[config.mk]
export PLATFORM = sky130hd
export DESIGN_NAME = video_fb_line_reader
export DESIGN_NICKNAME = d
export VERILOG_FILES = /design/src/rtl/video_fb_line_reader.sv
export SDC_FILE = /design/constraint.sdc
export NUM_CORES = 1
export LEC_CHECK = 0
export BUFFER_PORTS_ARGS = -buffer_cell sky130_fd_sc_hd__clkbuf_2
export CORE_MARGIN = 4
export CORE_UTILIZATION = 52
export CTS_CLUSTER_SIZE = 25
export DETAILED_ROUTE_END_ITERATION = 12
export GPL_ROUTABILITY_DRIVEN = 0
export PLACE_DENSITY = 0.69
export SETUP_SLACK_MARGIN = 0.15
export SYNTH_ARGS = -nofsm -noshare
export SYNTH_HDL_FRONTEND = slang
export SYNTH_SLANG_ARGS = --single-unit
export TNS_END_PERCENT = 20
[constraint.sdc]
create_clock -name sys_clk -period 9.1 [get_ports sys_clk]
set_clock_uncertainty 0.1 [all_clocks]
set_input_delay 0 -clock sys_clk [delete_from_list [all_inputs] [get_ports sys_clk]]
set_output_delay 0 -clock sys_clk [all_outputs]
set_load 0.005 [all_outputs]
[src/rtl/video_fb_line_reader.sv]
// Frame-buffer scan-out reader: fetches one frame of pixels over a pipelined Avalon-MM
// read master, buffers them in a show-ahead FIFO and streams them out tagged with sof/eol.
module video_fb_line_reader #(
  parameter int AVS_AW     = 25,
  parameter int AVS_DW     = 16,
  parameter int H_DISPLAY  = 640,
  parameter int V_DISPLAY  = 480,
  parameter int FB_BASE    = 0,
  parameter int FIFO_DEPTH = 16
) (
  input  logic              sys_clk,
  input  logic              sys_rst,
  input  logic              enable,
  input  logic              frame_start,
  output logic [AVS_AW-1:0] avm_address,
  output logic              avm_read,
  input  logic              avm_waitrequest,
  input  logic [AVS_DW-1:0] avm_readdata,
  input  logic              avm_readdatavalid,
  output logic [AVS_DW-1:0] src_data,
  output logic              src_valid,
  input  logic              src_ready,
  output logic              src_sof,
  output logic              src_eol,
  output logic              busy,
  output logic              overrun
);

  localparam int TOTAL = H_DISPLAY * V_DISPLAY;
  localparam int IW    = (TOTAL > 1) ? $clog2(TOTAL) : 1;
  localparam int PW    = $clog2(FIFO_DEPTH);
  localparam int CW    = $clog2(FIFO_DEPTH + 1);
  localparam int SW    = CW + 1;
  localparam int XW    = (H_DISPLAY > 1) ? $clog2(H_DISPLAY) : 1;
  localparam int YW    = (V_DISPLAY > 1) ? $clog2(V_DISPLAY) : 1;

  typedef enum logic [1:0] {
    ST_IDLE,
    ST_FETCH,
    ST_DRAIN
  } state_t;

  state_t              r_state;
  state_t              w_state_next;
  logic [IW-1:0]       r_issue_idx;
  logic [IW-1:0]       w_issue_idx_next;
  logic                r_avm_read;
  logic                w_read_next;
  logic [AVS_AW-1:0]   r_avm_address;
  logic [AVS_AW-1:0]   w_addr_next;
  logic [CW-1:0]       r_outstanding;
  logic [CW-1:0]       w_out_next;
  logic [CW-1:0]       r_fifo_count;
  logic [CW-1:0]       w_count_next;
  logic [PW-1:0]       r_wr_ptr;
  logic [PW-1:0]       r_rd_ptr;
  logic [AVS_DW-1:0]   r_mem [FIFO_DEPTH];
  logic [XW-1:0]       r_x;
  logic [YW-1:0]       r_y;
  logic                r_overrun;

  logic                w_accept;
  logic                w_last;
  logic                w_start;
  logic                w_src_valid;
  logic                w_pop;
  logic [SW-1:0]       w_used;
  logic                w_credit;

  assign w_accept    = r_avm_read & ~avm_waitrequest;
  assign w_last      = (r_issue_idx == IW'(TOTAL - 1));
  assign w_start     = (r_state == ST_IDLE) & frame_start & enable;
  assign w_src_valid = (r_fifo_count != '0);
  assign w_pop       = w_src_valid & src_ready;

  // A pending (not yet accepted) request already owns one FIFO slot.
  assign w_used   = SW'(r_fifo_count) + SW'(r_outstanding) + SW'(r_avm_read);
  assign w_credit = (w_used < SW'(FIFO_DEPTH));

  assign w_out_next   = r_outstanding + CW'(w_accept) - CW'(avm_readdatavalid);
  assign w_count_next = r_fifo_count + CW'(avm_readdatavalid) - CW'(w_pop);

  always_comb begin
    w_state_next     = r_state;
    w_issue_idx_next = r_issue_idx + IW'(w_accept);
    w_read_next      = r_avm_read;
    w_addr_next      = r_avm_address;
    case (r_state)
      ST_IDLE: begin
        if (w_start) begin
          w_state_next     = ST_FETCH;
          w_issue_idx_next = '0;
          w_read_next      = 1'b1;
          w_addr_next      = AVS_AW'(FB_BASE);
        end
      end
      ST_FETCH: begin
        if (w_accept && w_last) begin
          w_state_next = ST_DRAIN;
          w_read_next  = 1'b0;
        end else if (!r_avm_read || w_accept) begin
          // Only a free request slot is subject to the credit check; a stalled one is held.
          w_read_next = w_credit;
          w_addr_next = AVS_AW'(FB_BASE) + AVS_AW'(w_issue_idx_next);
        end
      end
      ST_DRAIN: begin
        w_read_next = 1'b0;
        if (w_out_next == '0 && w_count_next == '0) begin
          w_state_next = ST_IDLE;
        end
      end
      default: begin
        w_state_next = ST_IDLE;
        w_read_next  = 1'b0;
      end
    endcase
  end

  always_ff @(posedge sys_clk or posedge sys_rst) begin
    if (sys_rst) begin
      r_state       <= ST_IDLE;
      r_issue_idx   <= '0;
      r_avm_read    <= 1'b0;
      r_avm_address <= '0;
      r_outstanding <= '0;
      r_fifo_count  <= '0;
      r_wr_ptr      <= '0;
      r_rd_ptr      <= '0;
      r_x           <= '0;
      r_y           <= '0;
      r_overrun     <= 1'b0;
    end else begin
      r_state       <= w_state_next;
      r_issue_idx   <= w_issue_idx_next;
      r_avm_read    <= w_read_next;
      r_avm_address <= w_addr_next;
      r_outstanding <= w_out_next;
      r_fifo_count  <= w_count_next;
      r_overrun     <= frame_start & (r_state != ST_IDLE);
      if (avm_readdatavalid) begin
        r_wr_ptr <= r_wr_ptr + PW'(1);
      end
      if (w_pop) begin
        r_rd_ptr <= r_rd_ptr + PW'(1);
      end
      if (w_start) begin
        r_x <= '0;
        r_y <= '0;
      end else if (w_pop) begin
        if (r_x == XW'(H_DISPLAY - 1)) begin
          r_x <= '0;
          r_y <= (r_y == YW'(V_DISPLAY - 1)) ? '0 : r_y + YW'(1);
        end else begin
          r_x <= r_x + XW'(1);
        end
      end
    end
  end

  // Storage is not reset; the head is masked to zero whenever the FIFO is empty.
  always_ff @(posedge sys_clk) begin
    if (avm_readdatavalid) begin
      r_mem[r_wr_ptr] <= avm_readdata;
    end
  end

  assign avm_address = r_avm_address;
  assign avm_read    = r_avm_read;
  assign src_valid   = w_src_valid;
  assign src_data    = w_src_valid ? r_mem[r_rd_ptr] : '0;
  assign src_sof     = w_src_valid & (r_x == '0) & (r_y == '0);
  assign src_eol     = w_src_valid & (r_x == XW'(H_DISPLAY - 1));
  assign busy        = (r_state != ST_IDLE);
  assign overrun     = r_overrun;

  a_no_fifo_overflow: assert property (@(posedge sys_clk) disable iff (sys_rst)
    !(avm_readdatavalid && !w_pop && r_fifo_count == CW'(FIFO_DEPTH)));

endmodule

-- Yosys cells after proc, flatten, opt, wreduce, memory -nomap -nowiden
Memories as Yosys holds them, arrays and structs flattened.
Cells that the tools add are included.
- add/sub/neg operators: 11
- magnitude comparators: 1
- eq/ne operators: 11
- muxes and demuxes: 24
- bitwise gates (word level): 9
- reduce and logical (&&, ||, !) cells: 18
- operators with widths (cell ; count):
    25-bit 2-to-1 mux ; 3
    25-bit case mux with 2 select lines ; 1
    19-bit 2-to-1 mux ; 2
    9-bit 2-to-1 mux ; 4
    10-bit 2-to-1 mux ; 3
    19-bit by 1-bit adder with 19-bit output ; 1
    19-bit equality test (second input constant) ; 1
    16-bit 2-to-1 mux ; 1
    10-bit by 1-bit adder with 10-bit output (second input constant) ; 1
    5-bit by 1-bit adder with 5-bit output ; 2
    10-bit equality test (second input constant) ; 1
    10-bit logical NOT ; 1
    5-bit logical NOT ; 2
    2-bit inequality test (second input constant) ; 5
    5-bit by 1-bit subtractor with 5-bit output ; 2
    9-bit by 1-bit adder with 9-bit output (second input constant) ; 1
    9-bit equality test (second input constant) ; 1
    9-bit logical NOT ; 1
    4-bit by 1-bit adder with 4-bit output (second input constant) ; 2
    1-bit bitwise AND ; 8
    2-bit nonzero test ; 4
    5-bit by 5-bit adder with 6-bit output ; 1
    6-bit by 1-bit adder with 6-bit output ; 1
    6-bit by 5-bit < comparator with 1-bit output (second input constant) ; 1
    16 further kinds ; 24
- bits in registers: 85
- bits in writable memories: 256
- input port bits: 23
- output and inout port bits: 47
- logic and storage cells: 86
- memories: 1
- memories (name ; words ; width ; read ports ; clocked after memory_dff ; wr ports ; line ; source):
    r_mem ; 16 ; 16 ; 1 ; 0 ; 1 ; 57 ; logic [AVS_DW-1:0] r_mem [FIFO_DEPTH];

-- Longest topological paths before layout
Gate-level depths: netlist of the first run.
- depth in word-level cells: 8
- gate-level depth with buffers: 15
- depth with buffers taken out: 15

-- Worst setup path after synthesis of the first run
OpenSTA, ideal clock, no wires.
- path type: register -> register
- start point: register r_fifo_count[3]
- end point: register r_state[1]
- setup time: 131 ps
- arrival time: 2795 ps
- data required time: 8869 ps
- slack: 6074 ps
- cell stages (with the launch flop): 16
- path buffers: 0
- period minus slack after synthesis: 3026 ps
- cell sequence: dfrtp_1 inv_1 ha_1 nor4b_1 inv_2 nand2_1 inv_2 ha_1 inv_1 ha_1 fa_1 a21oi_1 o21bai_1 xnor2_1 nor3_1 a21oi_1
- word-level cells in the longest chain between the ends: 7
- elaborated cells between the ends (all ways): 8
- those cells by class: 2 x add/sub; 1 x eq/ne; 1 x bitwise; 4 x reduce/logical
- RTL lines (item ; line ; source):
    start: declaration ; 53 ; logic [CW-1:0] r_fifo_count;
    start signal: assignment ; 139 ; r_fifo_count <= w_count_next;
    5-bit nonzero test ; 73 ; assign w_src_valid = (r_fifo_count != '0);
    1-bit bitwise AND ; 74 ; assign w_pop = w_src_valid & src_ready;
    named net w_pop ; 66 ; logic w_pop;
    5-bit by 1-bit subtractor with 5-bit output ; 81 ; assign w_count_next = r_fifo_count + CW'(avm_readdatavalid) - CW'(w_pop);
    named net w_count_next[4] ; 54 ; logic [CW-1:0] w_count_next;
    5-bit logical NOT ; 109 ; if (w_out_next == '0 && w_count_next == '0) begin
    1-bit logical AND ; 109 ;
    2-bit inequality test (no source line) ; - ;
    3-bit AND reduction (no source line) ; - ;
    end signal: assignment ; 134 ; r_state <= w_state_next;
    end: declaration ; 43 ; state_t r_state;
The timed path passes the listed nets, and every way through them passes these cells.
A chain may end at the register's enable or synchronous reset.

-- Worst setup path in the final report of the first run
- start point: register r_fifo_count[2]
- end point: register r_state[1]
The elaborated chain is that of the path after synthesis.

==> reports/qor.txt, run 1 <==
routed vias/inst -> 5.75
Die Y -> 172 µm
Core Rows -> 59
cell taking the most area after synthesis -> edfxtp_1
final hold vios -> 0
pre-CTS setup slack -> 5.06 ns
clk root buf -> clkbuf_16
crit path DAT -> 4.31 ns
Fin Hold WS -> 0.234 ns
final core occ -> 0.607
setup TNS -> 0 ns
Final Cell Area -> 15900 µm²
worst slew pin tran -> 1.17 ns
clk_lat worst skew -> 0.52 ns
RSZ-0062 raised after global routing -> no
count leader, synth -> edfxtp_1
PortBufs -> 63
Clock Path Buffers -> 3
post-cts resize count -> 0
Post-Synthesis Cells -> 810
vias in the first global route -> 7476
router iterations before antenna repair -> 4
I/O pin count -> 70
final-layout fill cell count -> 1918
GRT Total Usage -> 0.195
register area share after synthesis -> 0.695
async set-reset flop share out of synthesis -> 0.236
outcome -> complete, no violations
Final Critical Period -> 4.02 ns
Top FF cell, synth -> edfxtp_1
initial antenna violation count -> 0
CTS tree -> done
Post-Syn Area -> 13900 µm²
top-area cell type share of the netlist area -> 0.553
max_cap viols -> 0
ant diodes -> 0
Detailed Place HPWL -> 16.1 mm
YS warnings -> 0
clk slew on worst S/H paths -> 0.06 ns
CTS Buf Count -> 36
Yosys cell types -> 52
Tcrit/Tclk final -> 0.442
Final Setup Violations -> 0
pins over their slew limit -> 0
Die X-Extent -> 172 µm
EDFF count, synth -> 256
Starting Density -> 0.531
f_max -> 249 MHz
Worst EP required -> 9.39 ns
largest net degree at the start of global routing -> 80
PwrDens -> 296 nW/µm²
Max-slew headroom -> 0.223
Worst Hold Class -> primary input to asynchronous set/reset pin
crit-path max FO -> 19
Worst Setup End Kind -> flop
clk sinks -> 335
DIE AREA -> 29400 µm²
CTS H-Tree Depth -> 2
Via Count -> 7321
global-route wire length before repair -> 43.4 mm
share of layout cells above drive strength 1 -> 0.220
wire per inst -> 21.9 µm
setup ws final -> 5.08 ns
placed inst area -> 14500 µm²
core area -> 26200 µm²
Static Leak -> 5.80 nW
register bit count reported by yosys -> 335
average size of a mapped cell -> 17.2 µm²
drc violations -> 0
Syn-to-layout area delta -> 14.4%
GRT Residual Overflow -> 0
Final ANT Viol Nets -> 0
Area contributors post-synth -> edfxtp_1, dfrtp_1, mux4_2, ha_1, and2_1
total wire length -> 27.8 mm
Initial DRC Count -> 532
Register-to-Register Path Depth -> 14
Worst Setup Path Type -> flop to flop
crit path launch type -> flop
Peak VDD IR -> 0.191 mV
Post-synth top cells -> edfxtp_1, mux4_2, dfrtp_1, nand2_1, nor2_1
Total Nets Final -> 963
==> critical path, cell delays in order, from the launching register on <==
cell and delay [ns]:
dfrtp_1 0.40, inv_1 0.10, ha_1 0.14, nor4b_1 0.49, inv_2 0.36, nand2_1 0.44
inv_2 0.18, ha_1 0.31, inv_1 0.04, ha_1 0.19, fa_1 0.46, nor4_1 0.26
nand2_1 0.08, nor4_1 0.24, a21oi_1 0.10
==> flip-flops by register name, indices dropped and copies added, names as in the netlist <==
signal	count
r_wr_ptr	4
avm_read	1
r_mem	256
r_state	2
r_x	10
r_fifo_count	5
r_outstanding	5
avm_address	19
r_y	9
r_rd_ptr	4
overrun	1
r_issue_idx	19
==> layout by cell type (no fill, tap or decap), types with 4 or more instances in the layout <==
cell	synthesis	final
clkbuf_2	0	63
nand2_1	54	54
nor4_1	5	5
and3_1	7	7
mux4_2	80	80
clkinv_1	0	9
xnor2_1	20	20
buf_4	7	7
a21o_1	5	5
o31ai_1	4	4
o21ai_1	23	23
a21oi_1	14	14
clkbuf_1	17	9
dfrtp_1	79	77
conb_1	1	6
nor3_1	8	8
nand4_1	11	11
xor2_1	19	19
clkbuf_16	0	36
and4_1	7	7
nand3_1	12	12
clkinv_2	0	4
dlygate4sd3_1	0	24
edfxtp_1	256	256
nor2_1	44	44
and2_1	36	36
inv_1	24	23
ha_1	27	27
==> cell families (layout without fill, tap and decap cells) <==
kind of cell / after synthesis / in the layout / synth area share
flops: 335 / 335 / 0.695
fa+ha+maj: 29 / 29 / 0.0272
xor+xnor: 39 / 39 / 0.0246
buf+inv: 62 / 185 / 0.0214
compound gates: 59 / 59 / 0.0253
simple gates: 204 / 204 / 0.0759
other cells: 1 / 6 / 0.000270
mux: 81 / 81 / 0.130
==> what timing repair did <==
action | CTS | global route
hold endpoints to repair | 351 | 0
buffers inserted | 0 | 0
hold buffers | 24 | 0
==> layer usage <==
metal  track usage  share of wire  vias to the layer above
li1              -              -                     3312
met1         0.260           0.42                     3767
met2         0.340           0.52                      201
met3        0.0317          0.045                       41
met4        0.0444          0.017                        0
met5             0              0                        -
==> layout make-up <==
cell class / count / area, µm² / area share
Clock buffer: 46 / 948 / 0.0596
Multi-Input combinational cell: 418 / 3960 / 0.249
Tap cell: 335 / 419 / 0.0264
Inverter: 26 / 98.8 / 0.00622
Sequential cell: 335 / 9670 / 0.608
Clock inverter: 19 / 195 / 0.0123
Timing Repair Buffer: 94 / 608 / 0.0382
==> path summary, 6_finish.rpt <==
path / start / end / slack, ns
setup / recovery: r_fifo_count[2]$_DFF_PP0_ / r_state[1]$_DFFE_PP0P_ / 5.08
hold / removal: sys_rst / r_y[8]$_DFFE_PP0P_ / 0.23
setup reg to reg: r_fifo_count[2]$_DFF_PP0_ / r_state[1]$_DFFE_PP0P_ / 5.08
hold reg to reg: avm_address[3]$_DFFE_PP0P_ / avm_address[3]$_DFFE_PP0P_ / 0.39
max in group asynchronous: sys_rst / r_rd_ptr[0]$_DFFE_PP0P_ / 7.94
min in group sys_clk: frame_start / overrun$_DFF_PP0_ / 0.25
==> report_power, final <==
part | leakage (nW) | switching [mW] | internal (mW) | total (mW)
sequential | 3.35 | 0.154 | 1.84 | 2.00
combinational | 1.90 | 0.642 | 0.673 | 1.32
clock | 0.551 | 0.574 | 0.827 | 1.40
total | 5.80 | 1.37 | 3.34 | 4.71
==> through the flow <==
stage               instances  power [mW]
CTS                      1273        4.76
global route             1273        4.96
finish                   1273        4.71
floorplan                 815        2.94
global placement         1184        3.33
detailed placement       1184        3.35
No activity file was read; power rests on OpenSTA's default activity.
==> run 2, diff against run 1 <==
PLACE_DENSITY = 0.72   (was 0.69)
clock period = 3.36 ns   (was 9.1 ns; I/O delays follow)
==> reports/qor.txt, run 2 (synthesis results as in run 1) <==
Static Leak -> 5.94 nW
initial antenna violation count -> 0
Starting Density -> 0.531
Peak VDD IR -> 0.590 mV
Detailed Place HPWL -> 16.1 mm
core area -> 26200 µm²
Max-slew headroom -> 0.310
clk root buf -> clkbuf_16
FF-to-FF Start -> r_fifo_count[2]$_DFF_PP0_
GRT Residual Overflow -> 0
max reg flops -> 256
crit-path max FO -> 10
PortBufs -> 63
final hold vios -> 0
clk sinks -> 335
combinational share of power -> 0.296
CTS tree -> done
placed inst area -> 14700 µm²
Worst Setup Path Type -> flop to flop
Final ANT Viol Nets -> 0
switching portion of total power -> 0.290
largest net degree at the start of global routing -> 67
Worst EP required -> 3.64 ns
Die X-Extent -> 172 µm
share of layout cells above drive strength 1 -> 0.252
pins over their slew limit -> 0
drc violations -> 0
commonest non-fill, non-tap cell in the layout -> edfxtp_1
Tcrit/Tclk final -> 0.894
DIE AREA -> 29400 µm²
CTS Buf Count -> 36
Reg power frac -> 0.411
CTS H-Tree Depth -> 2
outcome -> complete, no violations
ant diodes -> 0
Core Rows -> 59
router iterations before antenna repair -> 6
Final Setup Violations -> 0
clk slew on worst S/H paths -> 0.06 ns
Power Internal -> 9.19 mW
Initial DRC Count -> 628
most flop-heavy register -> r_mem
dpl cells -> 1206
Worst Hold Class -> primary input to asynchronous set/reset pin
Worst Setup End Kind -> flop
Final Critical Period -> 3.00 ns
worst slew pin tran -> 1.03 ns
pre-CTS setup slack -> 0.238 ns
RSZ-0062 raised after global routing -> no
GRT Total Usage -> 0.196
vias in the first global route -> 7689
crit path launch -> r_fifo_count[2]$_DFF_PP0_
setup TNS -> 0 ns
global-route wire length before repair -> 43.9 mm
f_max -> 333 MHz
clk_lat worst skew -> 0.53 ns
flop2flop setup slack -> 0.36 ns
max_cap viols -> 0
Via Count -> 7492
routed vias/inst -> 5.79
Die Y -> 172 µm
PnR Total Power -> 12.9 mW
Total Nets Final -> 989
PwrDens -> 801 nW/µm²
crit path DAT -> 3.29 ns
Cell Count, Final, Fillers Out -> 1293
Syn-to-layout area delta -> 16.2%
most frequent cells in the layout -> edfxtp_1, mux4_2, dfrtp_1, clkbuf_2, nand2_1
crit path launch type -> flop
setup ws final -> 0.357 ns
I/O pin count -> 70
Clk pwr share -> 0.293
Final Cell Area -> 16200 µm²
Clock Path Buffers -> 3
total wire length -> 27.8 mm
wire per inst -> 21.5 µm
Switch Pwr -> 3.76 mW
==> run 2: cell types whose count changed in the layout (fill, tap and decap cells not counted), moves of 2 or more <==
cell,previous run,this run
buf_4,7,30
clkinv_1,9,3
buf_12,0,3
clkbuf_1,9,6
clkinv_8,3,1
clkinvlp_4,1,3
nor4_1,5,3
nor4_2,0,2
==> run 2: power groups by stage <==
stage	Clock, mW	Combinational (mW)	Sequential, mW
after floorplan	0	2.72	5.25
after global placement	0	3.72	5.39
after detailed placement	0	3.75	5.41
after CTS	3.88	3.83	5.33
after global routing	4.06	4.20	5.39
final	3.79	3.83	5.33
==> run 2: final cells by class <==
| type | count | area (µm²) |
|---|---|---|
| Clock inverter | 17 | 219 |
| Tap cell | 335 | 419 |
| Multi-Input combinational cell | 418 | 3990 |
| Inverter | 26 | 101 |
| Clock buffer | 42 | 923 |
| Timing Repair Buffer | 120 | 841 |
| Fill cell | 1871 | 10000 |
| Sequential cell | 335 | 9670 |
==> run 2: timing repair <==
item / 4_1_cts / 5_1_grt
gates resized for setup: 0 / 7
setup endpoints to repair: 0 / 1
endpoints found under the hold margin: 338 / 0
setup buffers: 0 / 4
hold buffers: 24 / 0
==> run 2: per-layer routing <==
| layer | share of wire | vias up | global-route usage | wire, µm |
|---|---|---|---|---|
| li1 | - | 3357 | - | - |
| met1 | 0.43 | 3874 | 0.289 | 12000 |
| met2 | 0.50 | 227 | 0.318 | 13900 |
| met3 | 0.051 | 34 | 0.0269 | 1420 |
| met4 | 0.015 | 0 | 0.0448 | 427 |
| met5 | 0 | - | 0 | 0 |
==> run 2: path summary, 6_finish.rpt <==
check / cells past startpoint / to
worst max-delay path: 15 / r_state[1]$_DFFE_PP0P_
min in group sys_clk: 3 / overrun$_DFF_PP0_
worst max register to register: 15 / r_state[1]$_DFFE_PP0P_
max in group asynchronous: 4 / r_state[0]$_DFFE_PP0P_
worst min register to register: 2 / avm_address[14]$_DFFE_PP0P_
worst min-delay path: 3 / r_y[7]$_DFFE_PP0P_
==> run 2: critical path, cell delays in order, from the launching register on <==
cell and delay, ns:
dfrtp_1 0.39, inv_1 0.09, ha_1 0.15, nor4b_2 0.19, buf_4 0.16, inv_2 0.04, nand2_2 0.09, inv_4 0.07
ha_1 0.26, inv_1 0.06, ha_2 0.18, fa_2 0.46, nor4_2 0.23, nand2_1 0.09, nor4_2 0.22, a21oi_1 0.09
==> run 2: stage by stage <==
stage	utilization	hold slack, ns
2_1_floorplan	-	-0.00113
3_3_place_gp	0.562	0.156
3_5_place_dp	0.562	0.162
4_1_cts	0.614	0.152
5_1_grt	0.617	0.222
6_report	0.617	0.106
